===== src/rtl/fetch_pkg.sv =====
// Shared constants and types for the fetch stage slice.
package fetch_pkg;
  localparam int XLEN           = 32;
  localparam int QDEPTH_DEFAULT = 2;

  typedef struct packed {
    logic [XLEN-1:0] pc;
    logic [XLEN-1:0] instr;
  } fetch_entry_t;
endpackage


===== src/rtl/fetch_if.sv =====
// Instruction-memory request/response and decode handshake bundle of the fetch stage.
interface fetch_if;
  import fetch_pkg::*;

  logic            imem_req_valid;
  logic            imem_req_ready;
  logic [XLEN-1:0] imem_req_addr;
  logic            imem_rsp_valid;
  logic [XLEN-1:0] imem_rsp_data;
  logic            id_valid;
  logic            id_ready;
  logic [XLEN-1:0] id_pc;
  logic [XLEN-1:0] id_instr;

  modport master (
    output imem_req_valid, imem_req_addr,
    input  imem_req_ready, imem_rsp_valid, imem_rsp_data,
    output id_valid, id_pc, id_instr,
    input  id_ready
  );

  modport slave (
    input  imem_req_valid, imem_req_addr,
    output imem_req_ready, imem_rsp_valid, imem_rsp_data,
    input  id_valid, id_pc, id_instr,
    output id_ready
  );
endinterface


===== src/rtl/fetch_fifo.sv =====
// Synchronous FIFO with synchronous clear; DEPTH must be a power of two.
// Used both as the decode queue and as the in-flight PC log.
module fetch_fifo #(
  parameter int WIDTH = 32,
  parameter int DEPTH = 2
) (
  input  logic                     clk,
  input  logic                     rst,
  input  logic                     clr,
  input  logic                     push,
  input  logic [WIDTH-1:0]         wdata,
  input  logic                     pop,
  output logic [WIDTH-1:0]         rdata,
  output logic [$clog2(DEPTH):0]   count,
  output logic                     empty
);
  localparam int AW = $clog2(DEPTH);

  logic [WIDTH-1:0] mem_r [DEPTH];
  logic [AW-1:0]    wr_ptr_r;
  logic [AW-1:0]    rd_ptr_r;
  logic [AW:0]      count_r;

  // Pointer and occupancy tracking; clear empties the FIFO like reset does.
  always_ff @(posedge clk) begin
    if (rst || clr) begin
      wr_ptr_r <= {AW{1'b0}};
      rd_ptr_r <= {AW{1'b0}};
      count_r  <= {(AW+1){1'b0}};
    end else begin
      if (push) wr_ptr_r <= wr_ptr_r + AW'(1);
      if (pop)  rd_ptr_r <= rd_ptr_r + AW'(1);
      case ({push, pop})
        2'b10:   count_r <= count_r + (AW+1)'(1);
        2'b01:   count_r <= count_r - (AW+1)'(1);
        default: count_r <= count_r;
      endcase
    end
  end

  // Entry storage; when full, a same-cycle pop frees the slot the tail writes.
  always_ff @(posedge clk) begin
    if (push && !rst && !clr) mem_r[wr_ptr_r] <= wdata;
  end

  assign rdata = mem_r[rd_ptr_r];
  assign count = count_r;
  assign empty = (count_r == {(AW+1){1'b0}});
endmodule


===== src/rtl/fetch_stage.sv =====
// Fetch stage: credit-limited instruction requests, in-flight PC log and decode queue.
// Define FETCH_PERF_EN to add the perf_drop_cnt / perf_bubble_cnt counters.
module fetch_stage
  import fetch_pkg::*;
#(
  parameter int QDEPTH = QDEPTH_DEFAULT
) (
  input  logic            clk,
  input  logic            rst,
  input  logic [XLEN-1:0] pc_in,
  input  logic            flush,
  output logic            pc_stall,
  fetch_if.master         bus
`ifdef FETCH_PERF_EN
  ,
  output logic [31:0]     perf_drop_cnt,
  output logic [31:0]     perf_bubble_cnt
`endif
);
  localparam int CW = $clog2(QDEPTH) + 1;
  localparam logic [CW:0] CREDIT_LIMIT = (CW+1)'(QDEPTH);

  logic [CW-1:0] inflight_s;
  logic [CW-1:0] qcount_s;
  logic [CW-1:0] drop_cnt_r;
  logic [CW:0]   credit_s;
  logic          req_valid_s;
  logic          req_fire_s;
  logic          infl_empty_s;
  logic          rsp_take_s;
  logic          rsp_drop_s;
  logic          q_push_s;
  logic          q_pop_s;
  logic          q_empty_s;
  logic          id_valid_s;
  logic [XLEN-1:0] rsp_pc_s;
  fetch_entry_t  q_wdata_s;
  fetch_entry_t  q_head_s;

  // Every request holds a slot until its instruction leaves the queue, so the queue cannot overflow.
  assign credit_s    = {1'b0, inflight_s} + {1'b0, qcount_s};
  assign req_valid_s = ~rst & ~flush & (credit_s < CREDIT_LIMIT);
  assign req_fire_s  = req_valid_s & bus.imem_req_ready;

  // A response with nothing logged in flight is a leftover from before a reset.
  assign rsp_take_s  = bus.imem_rsp_valid & ~rst & ~infl_empty_s;
  assign rsp_drop_s  = rsp_take_s & (flush | (drop_cnt_r != {CW{1'b0}}));
  assign q_push_s    = rsp_take_s & ~rsp_drop_s;
  assign id_valid_s  = ~q_empty_s & ~rst;
  assign q_pop_s     = id_valid_s & bus.id_ready;

  assign q_wdata_s.pc    = rsp_pc_s;
  assign q_wdata_s.instr = bus.imem_rsp_data;

  fetch_fifo #(.WIDTH(XLEN), .DEPTH(QDEPTH)) u_inflight (
    .clk   (clk),
    .rst   (rst),
    .clr   (1'b0),
    .push  (req_fire_s),
    .wdata (pc_in),
    .pop   (rsp_take_s),
    .rdata (rsp_pc_s),
    .count (inflight_s),
    .empty (infl_empty_s)
  );

  fetch_fifo #(.WIDTH($bits(fetch_entry_t)), .DEPTH(QDEPTH)) u_queue (
    .clk   (clk),
    .rst   (rst),
    .clr   (flush),
    .push  (q_push_s),
    .wdata (q_wdata_s),
    .pop   (q_pop_s),
    .rdata (q_head_s),
    .count (qcount_s),
    .empty (q_empty_s)
  );

  // Responses still owed to requests issued before the most recent flush.
  always_ff @(posedge clk) begin
    if (rst) begin
      drop_cnt_r <= {CW{1'b0}};
    end else if (flush) begin
      drop_cnt_r <= inflight_s - {{(CW-1){1'b0}}, rsp_take_s};
    end else if (rsp_drop_s) begin
      drop_cnt_r <= drop_cnt_r - CW'(1);
    end else begin
      drop_cnt_r <= drop_cnt_r;
    end
  end

  assign bus.imem_req_valid = req_valid_s;
  assign bus.imem_req_addr  = pc_in;
  assign pc_stall           = ~req_fire_s;
  assign bus.id_valid       = id_valid_s;
  assign bus.id_pc          = q_head_s.pc;
  assign bus.id_instr       = q_head_s.instr;

`ifdef FETCH_PERF_EN
  logic [CW-1:0] flushed_s;
  logic [31:0]   perf_drop_r;
  logic [31:0]   perf_bubble_r;

  // An entry handed to decode in the flush cycle is not counted as flushed.
  assign flushed_s = flush ? (qcount_s - {{(CW-1){1'b0}}, q_pop_s}) : {CW{1'b0}};

  // Discarded-instruction and decode-starvation counters, wrapping at 2^32.
  always_ff @(posedge clk) begin
    if (rst) begin
      perf_drop_r   <= 32'd0;
      perf_bubble_r <= 32'd0;
    end else begin
      perf_drop_r <= perf_drop_r + 32'(flushed_s) + {31'd0, rsp_drop_s};
      if (bus.id_ready && !id_valid_s) perf_bubble_r <= perf_bubble_r + 32'd1;
      else                             perf_bubble_r <= perf_bubble_r;
    end
  end

  assign perf_drop_cnt   = perf_drop_r;
  assign perf_bubble_cnt = perf_bubble_r;
`endif
endmodule


===== src/flat_wrapper.sv =====
// flat-port wrapper written by rule: the top's interface ports become plain ports
module fetch_stage_flat import fetch_pkg::*;
#(
  parameter int QDEPTH = QDEPTH_DEFAULT
)
  (clk, rst, pc_in, flush, pc_stall, bus_imem_req_valid, bus_imem_req_addr, bus_imem_req_ready, bus_imem_rsp_valid, bus_imem_rsp_data, bus_id_valid, bus_id_pc, bus_id_instr, bus_id_ready);
  fetch_if bus_i ();
  input  logic clk;
  input  logic rst;
  input  logic [XLEN-1:0] pc_in;
  input  logic flush;
  output logic pc_stall;
  output wire logic [$bits(bus_i.imem_req_valid)-1:0] bus_imem_req_valid;
  output wire logic [$bits(bus_i.imem_req_addr)-1:0] bus_imem_req_addr;
  input wire logic [$bits(bus_i.imem_req_ready)-1:0] bus_imem_req_ready;
  input wire logic [$bits(bus_i.imem_rsp_valid)-1:0] bus_imem_rsp_valid;
  input wire logic [$bits(bus_i.imem_rsp_data)-1:0] bus_imem_rsp_data;
  output wire logic [$bits(bus_i.id_valid)-1:0] bus_id_valid;
  output wire logic [$bits(bus_i.id_pc)-1:0] bus_id_pc;
  output wire logic [$bits(bus_i.id_instr)-1:0] bus_id_instr;
  input wire logic [$bits(bus_i.id_ready)-1:0] bus_id_ready;
  assign bus_imem_req_valid = bus_i.imem_req_valid;
  assign bus_imem_req_addr = bus_i.imem_req_addr;
  assign bus_i.imem_req_ready = bus_imem_req_ready;
  assign bus_i.imem_rsp_valid = bus_imem_rsp_valid;
  assign bus_i.imem_rsp_data = bus_imem_rsp_data;
  assign bus_id_valid = bus_i.id_valid;
  assign bus_id_pc = bus_i.id_pc;
  assign bus_id_instr = bus_i.id_instr;
  assign bus_i.id_ready = bus_id_ready;
  fetch_stage #(.QDEPTH(QDEPTH)) u_core (.clk(clk), .rst(rst), .pc_in(pc_in), .flush(flush), .pc_stall(pc_stall), .bus(bus_i));
endmodule

===== config.mk =====
export PLATFORM = sky130hd
export DESIGN_NAME = fetch_stage_flat
export DESIGN_NICKNAME = d
export VERILOG_FILES = /design/src/rtl/fetch_pkg.sv /design/src/rtl/fetch_if.sv /design/src/rtl/fetch_fifo.sv /design/src/rtl/fetch_stage.sv /design/src/flat_wrapper.sv
export SDC_FILE = /design/constraint.sdc
export NUM_CORES = 1
export LEC_CHECK = 0
export ABC_AREA = 0
export BUFFER_PORTS_ARGS = -buffer_cell sky130_fd_sc_hd__buf_4
export CAP_MARGIN = 20
export CORE_ASPECT_RATIO = 1.25
export CORE_MARGIN = 5
export CORE_UTILIZATION = 45
export DETAILED_ROUTE_END_ITERATION = 12
export GPL_TIMING_DRIVEN = 0
export PLACE_DENSITY = 0.68
export SYNTH_ARGS = -nofsm -noshare
export SYNTH_HDL_FRONTEND = slang
export SYNTH_HIERARCHICAL = 1
export SYNTH_SLANG_ARGS = --single-unit

===== constraint.sdc =====
create_clock -name clk -period 24.9 [get_ports clk]
set_clock_uncertainty 0.2 [all_clocks]
set_input_delay 2.49 -clock clk [delete_from_list [all_inputs] [get_ports clk]]
set_output_delay 2.49 -clock clk [all_outputs]
set_load 0.05 [all_outputs]

==> results of run 1 <==
==> layout make-up <==
class	count	area share
clock buffers	29	0.05846
plain buffers	43	0.03107
inverters	6	0.002210
clock inverters	7	0.008228
repair buffers	182	0.1364
well taps	220	0.02702
flip-flops and latches	204	0.5895
multi-input cells	152	0.1471
==> path summary, 6_finish.rpt <==
path                               from                             to  slack (ps)  cells after the start
max                                 rst                       pc_stall       18770                      4
min             u_core/u_queue/count[1]        u_core/u_queue/count[1]         330                      2
max reg2reg  u_core/u_inflight/count[0]  u_core/u_inflight/mem_r[0][1]       21340                      9
min reg2reg     u_core/u_queue/count[1]        u_core/u_queue/count[1]         330                      2
==> logic make-up after synthesis <==
family          after synthesis  share of synthesized area
flops                       204                     0.7694
buf+inv                      49                    0.04344
compound gates                8                   0.006410
mux                          97                     0.1398
other cells                   1                  0.0004804
simple gates                 26                    0.02036
fa+ha+maj                     5                   0.008976
xor+xnor                     10                    0.01122
==> routing by layer <==
| layer | global-route usage | vias up | part of all wire |
|---|---|---|---|
| met3 | 0.03123 | 21 | 0.075 |
| met5 | 0 | - | 0 |
| met2 | 0.2579 | 138 | 0.53 |
| met4 | 0.04297 | 0 | 0.016 |
| met1 | 0.1684 | 2008 | 0.38 |
| li1 | - | 1908 | - |
==> critical path, delay by kind of cell <==
kind	cells	cell delay, ps
buffers and inverters	2	390
and+or+nand+nor	2	550
==> cell usage in the layout (no fill, tap or decap), types with 2 or more instances in the layout <==
cell type / count
sky130_fd_sc_hd__a21boi_1: 2
sky130_fd_sc_hd__a21oi_1: 2
sky130_fd_sc_hd__and2_1: 2
sky130_fd_sc_hd__buf_4: 221
sky130_fd_sc_hd__bufinv_16: 2
sky130_fd_sc_hd__clkbuf_1: 5
sky130_fd_sc_hd__clkbuf_16: 21
sky130_fd_sc_hd__clkbuf_8: 4
sky130_fd_sc_hd__clkinv_2: 4
sky130_fd_sc_hd__conb_1: 6
sky130_fd_sc_hd__dfxtp_1: 12
sky130_fd_sc_hd__edfxtp_1: 192
sky130_fd_sc_hd__ha_1: 4
sky130_fd_sc_hd__inv_1: 6
sky130_fd_sc_hd__mux2_1: 2
sky130_fd_sc_hd__mux2_2: 94
sky130_fd_sc_hd__nor2_1: 5
sky130_fd_sc_hd__nor3_1: 8
sky130_fd_sc_hd__nor4_2: 2
sky130_fd_sc_hd__o21a_1: 2
sky130_fd_sc_hd__o21ai_0: 2
sky130_fd_sc_hd__or3_1: 2
sky130_fd_sc_hd__xnor2_1: 8
sky130_fd_sc_hd__xor2_1: 2
==> power by group through the flow <==
stage          clock (mW)  sequential, mW  combinational (mW)
2_1_floorplan           0           0.382              0.0178
3_3_place_gp            0           0.382              0.0333
3_5_place_dp            0           0.382              0.0348
4_1_cts             0.313           0.375              0.0349
5_1_grt             0.325           0.374              0.0367
6_report            0.305           0.375              0.0345
==> through the flow <==
stage,util,cells
after global placement,0.5536,793
final,0.6025,843
after CTS,0.6025,843
after global routing,0.6025,843
after floorplan,-,405
after detailed placement,0.5623,807
==> sequential cells by signal, summed over array words and instances (netlist names), named ones only <==
signal,flops
u_core/drop_cnt_r,2
u_core/u_queue/count,2
u_core/u_inflight/mem_r,64
u_core/u_inflight/count,2
u_core/u_inflight/rd_ptr_r,1
u_core/u_queue/wr_ptr_r,1
u_core/u_queue/rd_ptr_r,1
u_core/u_inflight/wr_ptr_r,1
u_core/u_queue/mem_r,128
==> metrics.log, run 1 <==
INFO  metric outcome = finished, final reports clean
INFO  metric half_perimeter_wire_length_after_detailed_placement = 10.11 mm
INFO  metric post-route-drc-count = 0
INFO  metric cp.required = approximately 22000 ps
INFO  metric pre_cts_slack = 18770 ps
INFO  metric routed_via_density = 4.834
INFO  metric postCtsHoldBufs = 0
INFO  metric power.density = 70.05 nW/um^2
INFO  metric first_pass_grt_wire_length = 22.69 mm
INFO  metric p_total = 0.7137 mW
INFO  metric share_seq_of_total_power = 0.525
INFO  metric timing.critical_path.fanout_max = 18
INFO  metric cts.sinks = 204
INFO  metric grt_setup_unrepaired = no
INFO  metric multi_input_comb_area = 1499 sq um
INFO  metric cts_max_path_buffers = 3
INFO  metric drt_first_iter_violations = 190
INFO  metric coreArea = 16910 sq um
INFO  metric grt_overflow = 0
INFO  metric seqCellArea = about 6000 sq um
INFO  metric ys_top_cells_by_area = sky130_fd_sc_hd__edfxtp_1 (74%), sky130_fd_sc_hd__mux2_2 (14%), sky130_fd_sc_hd__buf_4 (3.9%), sky130_fd_sc_hd__dfxtp_1 (3.1%), sky130_fd_sc_hd__xnor2_1 (0.90%)
INFO  metric ys_async_sr_fraction = 0
INFO  metric ir_drop = 54.69 uV
INFO  metric power.share.clock = 0.427
INFO  metric slew-limit-headroom = 0.3584
INFO  metric clock_tree_from_tritoncts = yes
INFO  metric hp-class = flip-flop to flip-flop
INFO  metric routed_wl = approximately 15 mm
INFO  metric port-buffer-count = between 150 and 200
INFO  metric gr-usage-all-layers = 0.1420
INFO  metric setup_tns = 0 ps
INFO  metric chipWidth = 127.8 microns
INFO  metric time_the_worst_path_needs_with_i_o_delays_and_setup = between 6000 and 7000 ps
INFO  metric drt.antenna.violating_nets = 0
INFO  metric ctsResizeCount = 0
INFO  metric design.die.area = between 20000 and 25000 sq um
INFO  metric drv.max_cap_violation_count = 0
INFO  metric firstDrtPassIters = 5
INFO  metric placement.cell_area = 9509 sq um
INFO  metric share_of_synthesized_area_occupied_by_flip_flops_and_latches = 0.7694
INFO  metric timing_hold_violations_final = 0
INFO  metric synth_seq_cells = 204
INFO  metric mapped_avg_cell_area = just under 20 sq um
INFO  metric detail_route.wl_per_cell = 17.28 microns
INFO  metric holdWs = approximately 330 ps
INFO  metric fin_nets = 684
INFO  metric worstMarginPinSlew = about 950 ps
INFO  metric intPower = 0.5765 mW
INFO  metric crit_path_start_kind = primary input
INFO  metric final.fill_count = 1289
INFO  metric layout-drive-gt1-share = 0.5682
INFO  metric tritoncts.num_buffers = 20
INFO  metric cp-end-kind = output port
INFO  metric post_synth_num_cell_types = 28
INFO  metric io_pins = ~170
INFO  metric worst_path_max_delay_cell = sky130_fd_sc_hd__nor4_1
INFO  metric final_count_of_pins_violating_max_slew = 0
INFO  metric setup_ws = roughly 19000 ps
INFO  metric clk_pin_slew = 60 ps
INFO  metric cts.root.buffer_cell = sky130_fd_sc_hd__clkbuf_16
INFO  metric worst_path_largest_cell_delay = 430 ps
INFO  metric via_count = 4075
INFO  metric grt_start_max_net_pins = 65
INFO  metric num_rows = 53
INFO  metric cp_common_cell = sky130_fd_sc_hd__buf_4
INFO  metric crit_arrival = 3440 ps
INFO  metric post-route-period-util = 0.2462
INFO  metric area_growth_syn_to_layout = 30.52%
INFO  metric yosys.area.top_type = sky130_fd_sc_hd__edfxtp_1
INFO  metric cts-htree-levels = 1
INFO  metric yosys.cell_count.top_type = sky130_fd_sc_hd__edfxtp_1
INFO  metric fin_area = between 10000 and 15000 sq um
INFO  metric power.share.combinational = 0.048
INFO  metric p_leak = 3.752 nW
INFO  metric synthesis.area = approximately 7800 sq um
INFO  metric critical_path.cell_chain = buf_4, nor4_1, nand2_1, buf_4
INFO  metric synth_cells = 400
INFO  metric worst_skew_pair.late_latency = 480 ps
INFO  metric netlist_top_cells_count = sky130_fd_sc_hd__edfxtp_1 (192), sky130_fd_sc_hd__mux2_2 (94), sky130_fd_sc_hd__buf_4 (41)
INFO  metric synthDominantCellAreaShare = 0.7386
INFO  metric timing.setup.critical_path_class = primary input to output port
INFO  metric place.gp.congestion = about 0.76
INFO  metric antenna-diode-count = 0
INFO  metric timing.fmax = 163.1 MHz
INFO  metric start_util = 0.4616
INFO  metric via_count_of_the_first_global_routing_pass = about 4400
INFO  metric synth-main-ff-cell = sky130_fd_sc_hd__edfxtp_1
INFO  metric power.switching = 0.1372 mW
INFO  metric die-height = ~160 microns
INFO  metric synth-warning-count = 6
INFO  metric grt_antenna_before_repair = 0
INFO  metric synth-edff-count = 192
INFO  metric post-cts-setup-buffer-count = 0
INFO  metric setup_viol_count_final = 0
INFO  metric p_sw_frac = 0.1923
Note: power is estimated with default switching activity, not from simulation.
==> run 2, diff against run 1 <==
ABC_AREA = 1   (was 0)
PLACE_DENSITY = 0.7   (was 0.68)
clock period = 5.26 ns   (was 24.9 ns; I/O delays follow)
==> run 2 against run 1 <==
Cell count grew 5.0%. Critical path depth is 6 higher. Via count increased by 2.2%. Utilization is 0.73 points lower. Clock power grew to 4.8 times the previous value. Non-clock buffer count decreased by 4.
==> metrics.log, run 2 <==
INFO  metric outcome = finished, final reports clean
INFO  metric netlist_top_cells_count = sky130_fd_sc_hd__edfxtp_1 (192), sky130_fd_sc_hd__mux2_4 (90), sky130_fd_sc_hd__buf_4 (32)
INFO  metric clk_pin_slew = 60 ps
INFO  metric tritoncts.num_buffers = 20
INFO  metric post-cts-setup-buffer-count = 0
INFO  metric power.share.clock = 0.427
INFO  metric coreArea = 18170 sq um
INFO  metric yosys.area.top_type = sky130_fd_sc_hd__edfxtp_1
INFO  metric power.share.combinational = 0.050
INFO  metric placement.cell_area = around 10000 sq um
INFO  metric largest_register_ffs = between 100 and 150
INFO  metric cp-end-kind = flip-flop
INFO  metric cts-htree-levels = 1
INFO  metric postCtsHoldBufs = 0
INFO  metric post-route-period-util = 0.5344
INFO  metric power.switching = 0.6563 mW
INFO  metric synthesis.nets = 518
INFO  metric critical_path.cell_chain = nand2_1, inv_1, fa_1, nor3_4, nand2_2, inv_1, inv_1, nor3_2, buf_6, buf_6
INFO  metric cp.required = 5240 ps
INFO  metric layout_common_cells = sky130_fd_sc_hd__buf_4 (200), sky130_fd_sc_hd__edfxtp_1 (192), sky130_fd_sc_hd__mux2_4 (90)
INFO  metric ctsResizeCount = 0
INFO  metric pre_cts_slack = about 2400 ps
INFO  metric holdWs = a little under 30 ps
INFO  metric yosys.cell_count.top_type = sky130_fd_sc_hd__edfxtp_1
INFO  metric synth-edff-count = 192
INFO  metric hp-class = primary input to flip-flop
INFO  metric via_count = 4165
INFO  metric synth-main-ff-cell = sky130_fd_sc_hd__edfxtp_1
INFO  metric setup_ws = 2449 ps
INFO  metric antenna-diode-count = 0
INFO  metric post-route-drc-count = 0
INFO  metric final_count_of_pins_violating_max_slew = 0
INFO  metric crit_arrival = 2790 ps
INFO  metric p_sw_frac = 0.1933
INFO  metric via_count_of_the_first_global_routing_pass = between 4000 and 5000
INFO  metric ir_drop = 310.3 uV
INFO  metric port-buffer-count = 168
INFO  metric cp_common_cell = sky130_fd_sc_hd__inv_1
INFO  metric chipWidth = 131.9 microns
INFO  metric timing.setup.critical_path_class = flip-flop to flip-flop
INFO  metric drv.max_cap_violation_count = 0
INFO  metric share_seq_of_total_power = 0.522
INFO  metric ys_async_sr_fraction = 0
INFO  metric grt_setup_unrepaired = no
INFO  metric num_rows = 55
INFO  metric detail_route.wl_per_cell = ~17 microns
INFO  metric final_common_cell = sky130_fd_sc_hd__buf_4
INFO  metric grt_antenna_before_repair = 0
INFO  metric worst_path_max_delay_cell = sky130_fd_sc_hd__fa_1
INFO  metric final_core_utilization = 0.5952
INFO  metric drt.antenna.violating_nets = 0
INFO  metric time_the_worst_path_needs_with_i_o_delays_and_setup = 2811 ps
INFO  metric dp.cells = 849
INFO  metric crit_path_start_kind = flip-flop
INFO  metric share_of_synthesized_area_occupied_by_flip_flops_and_latches = 0.7180
INFO  metric setup_viol_count_final = 0
INFO  metric intPower = 2.740 mW
INFO  metric place.gp.congestion = 0.7492
INFO  metric routed_wl = 14.79 mm
INFO  metric post_synth_num_cell_types = 26
INFO  metric synth-warning-count = 6
INFO  metric max_flop_register = u_core/u_queue/mem_r
INFO  metric area_growth_syn_to_layout = 29.27%
INFO  metric slew-limit-headroom = 0.5607
INFO  metric fin_area = between 10000 and 15000 sq um
INFO  metric timing_hold_violations_final = 0
INFO  metric start_util = 0.4604
INFO  metric synth_cells = 443
INFO  metric final_cell_count_no_fill = 885
INFO  metric fin_nets = roughly 720
INFO  metric cts.sinks = 204
INFO  metric worstMarginPinSlew = approximately 660 ps
INFO  metric grt_overflow = 0
INFO  metric design.die.area = between 20000 and 25000 sq um
INFO  metric drt_first_iter_violations = 196
INFO  metric io_pins = 169
INFO  metric worst_skew_pair.late_latency = between 400 and 500 ps
INFO  metric grt_start_max_net_pins = 27
INFO  metric synth_seq_cells = 204
INFO  metric cts_max_path_buffers = 3
INFO  metric timing.critical_path.fanout_max = 11
INFO  metric mapped_avg_cell_area = 18.88 sq um
INFO  metric timing.fmax = 355.7 MHz
INFO  metric clock_tree_from_tritoncts = yes
INFO  metric first_pass_grt_wire_length = 23.32 mm
INFO  metric ys_top_cells_by_area = sky130_fd_sc_hd__edfxtp_1 (69%), sky130_fd_sc_hd__mux2_4 (16%), sky130_fd_sc_hd__dfxtp_1 (2.9%), sky130_fd_sc_hd__buf_4 (2.9%), sky130_fd_sc_hd__buf_12 (2.2%)
INFO  metric synthesis.area = between 8000 and 9000 sq um
INFO  metric power.density = 314.1 nW/um^2
INFO  metric layout-drive-gt1-share = 0.5434
INFO  metric synthDominantCellAreaShare = 0.6893
INFO  metric gr-usage-all-layers = 0.1345
INFO  metric half_perimeter_wire_length_after_detailed_placement = 10.66 mm
INFO  metric p_leak = 4.165 nW
INFO  metric largest_registers = u_core/u_queue/mem_r (128), u_core/u_inflight/mem_r (64)
INFO  metric cts.root.buffer_cell = sky130_fd_sc_hd__clkbuf_16
INFO  metric die-height = 162.4 microns
INFO  metric worst_path_largest_cell_delay = 450 ps
INFO  metric routed_via_density = ~4.7
INFO  metric firstDrtPassIters = 4
-- run 2: metal layers --
layer,part of all wire,GRT usage,wire (microns)
met1,0.37,0.1487,5423
met2,0.56,0.2579,8274
met3,0.059,0.03152,867
met4,0.015,0.03414,227
met5,0,0,0
-- run 2: worst max-delay path: cells and delay by family, from the launching register on --
family                     cells  cell delay, ps
buffers and inverters          5             610
and+or+nand+nor                4             830
DFF                            1             420
adders and majority gates      1             450
-- run 2: area by class of cell --
| cell class | count | area [sq um] |
|---|---|---|
| Buffer | 43 | 442.9 |
| Clock buffer | 27 | 558.0 |
| Clock inverter | 9 | 118.9 |
| Fill cell | 1390 | 7355 |
| Inverter | 26 | 97.59 |
| Multi-Input combinational cell | 170 | 1849 |
| Sequential cell | 204 | 6006 |
| Tap cell | 228 | 285.3 |
| Timing Repair Buffer | 178 | 1455 |
-- run 2: path summary, 6_finish.rpt --
path / slack (ps) / end / start / cells past startpoint
max: 2450 / u_core/u_inflight/mem_r[1][23] / u_core/u_inflight/count[0] / 10
min: 30 / u_core/u_queue/mem_r[1][11] / bus_imem_rsp_data[11] / 1
max reg2reg: 2450 / u_core/u_inflight/mem_r[1][23] / u_core/u_inflight/count[0] / 10
min reg2reg: 280 / u_core/u_queue/wr_ptr_r / u_core/u_queue/wr_ptr_r / 2
-- run 2: power groups by stage --
stage          sequential, mW  combinational, mW  clock, mW
6_report                 1.77              0.171       1.45
5_1_grt                  1.77              0.183       1.58
4_1_cts                  1.77              0.173       1.50
3_5_place_dp             1.81              0.173          0
3_3_place_gp             1.81              0.165          0
2_1_floorplan            1.81             0.0913          0
-- run 2: logic make-up (layout without fill, tap and decap cells) --
family | count (synthesis) | count (layout) | synth area share
flip-flops | 204 | 204 | 0.7180
multiplexers | 96 | 96 | 0.1696
buffers and inverters | 69 | 283 | 0.06462
AND/OR/NAND/NOR | 57 | 57 | 0.03097
AO/OA/AOI/OAI | 9 | 9 | 0.005834
adder cells (fa/ha/maj) | 5 | 5 | 0.008377
XOR/XNOR | 2 | 2 | 0.002095
other | 1 | 1 | 0.0004483
-- run 2: metrics by stage --
stage	total power, mW	TNS (ps)
6_report	3.396	0
3_3_place_gp	1.973	-117860
2_1_floorplan	1.900	0
4_1_cts	3.444	0
5_1_grt	3.534	0
3_5_place_dp	1.981	0
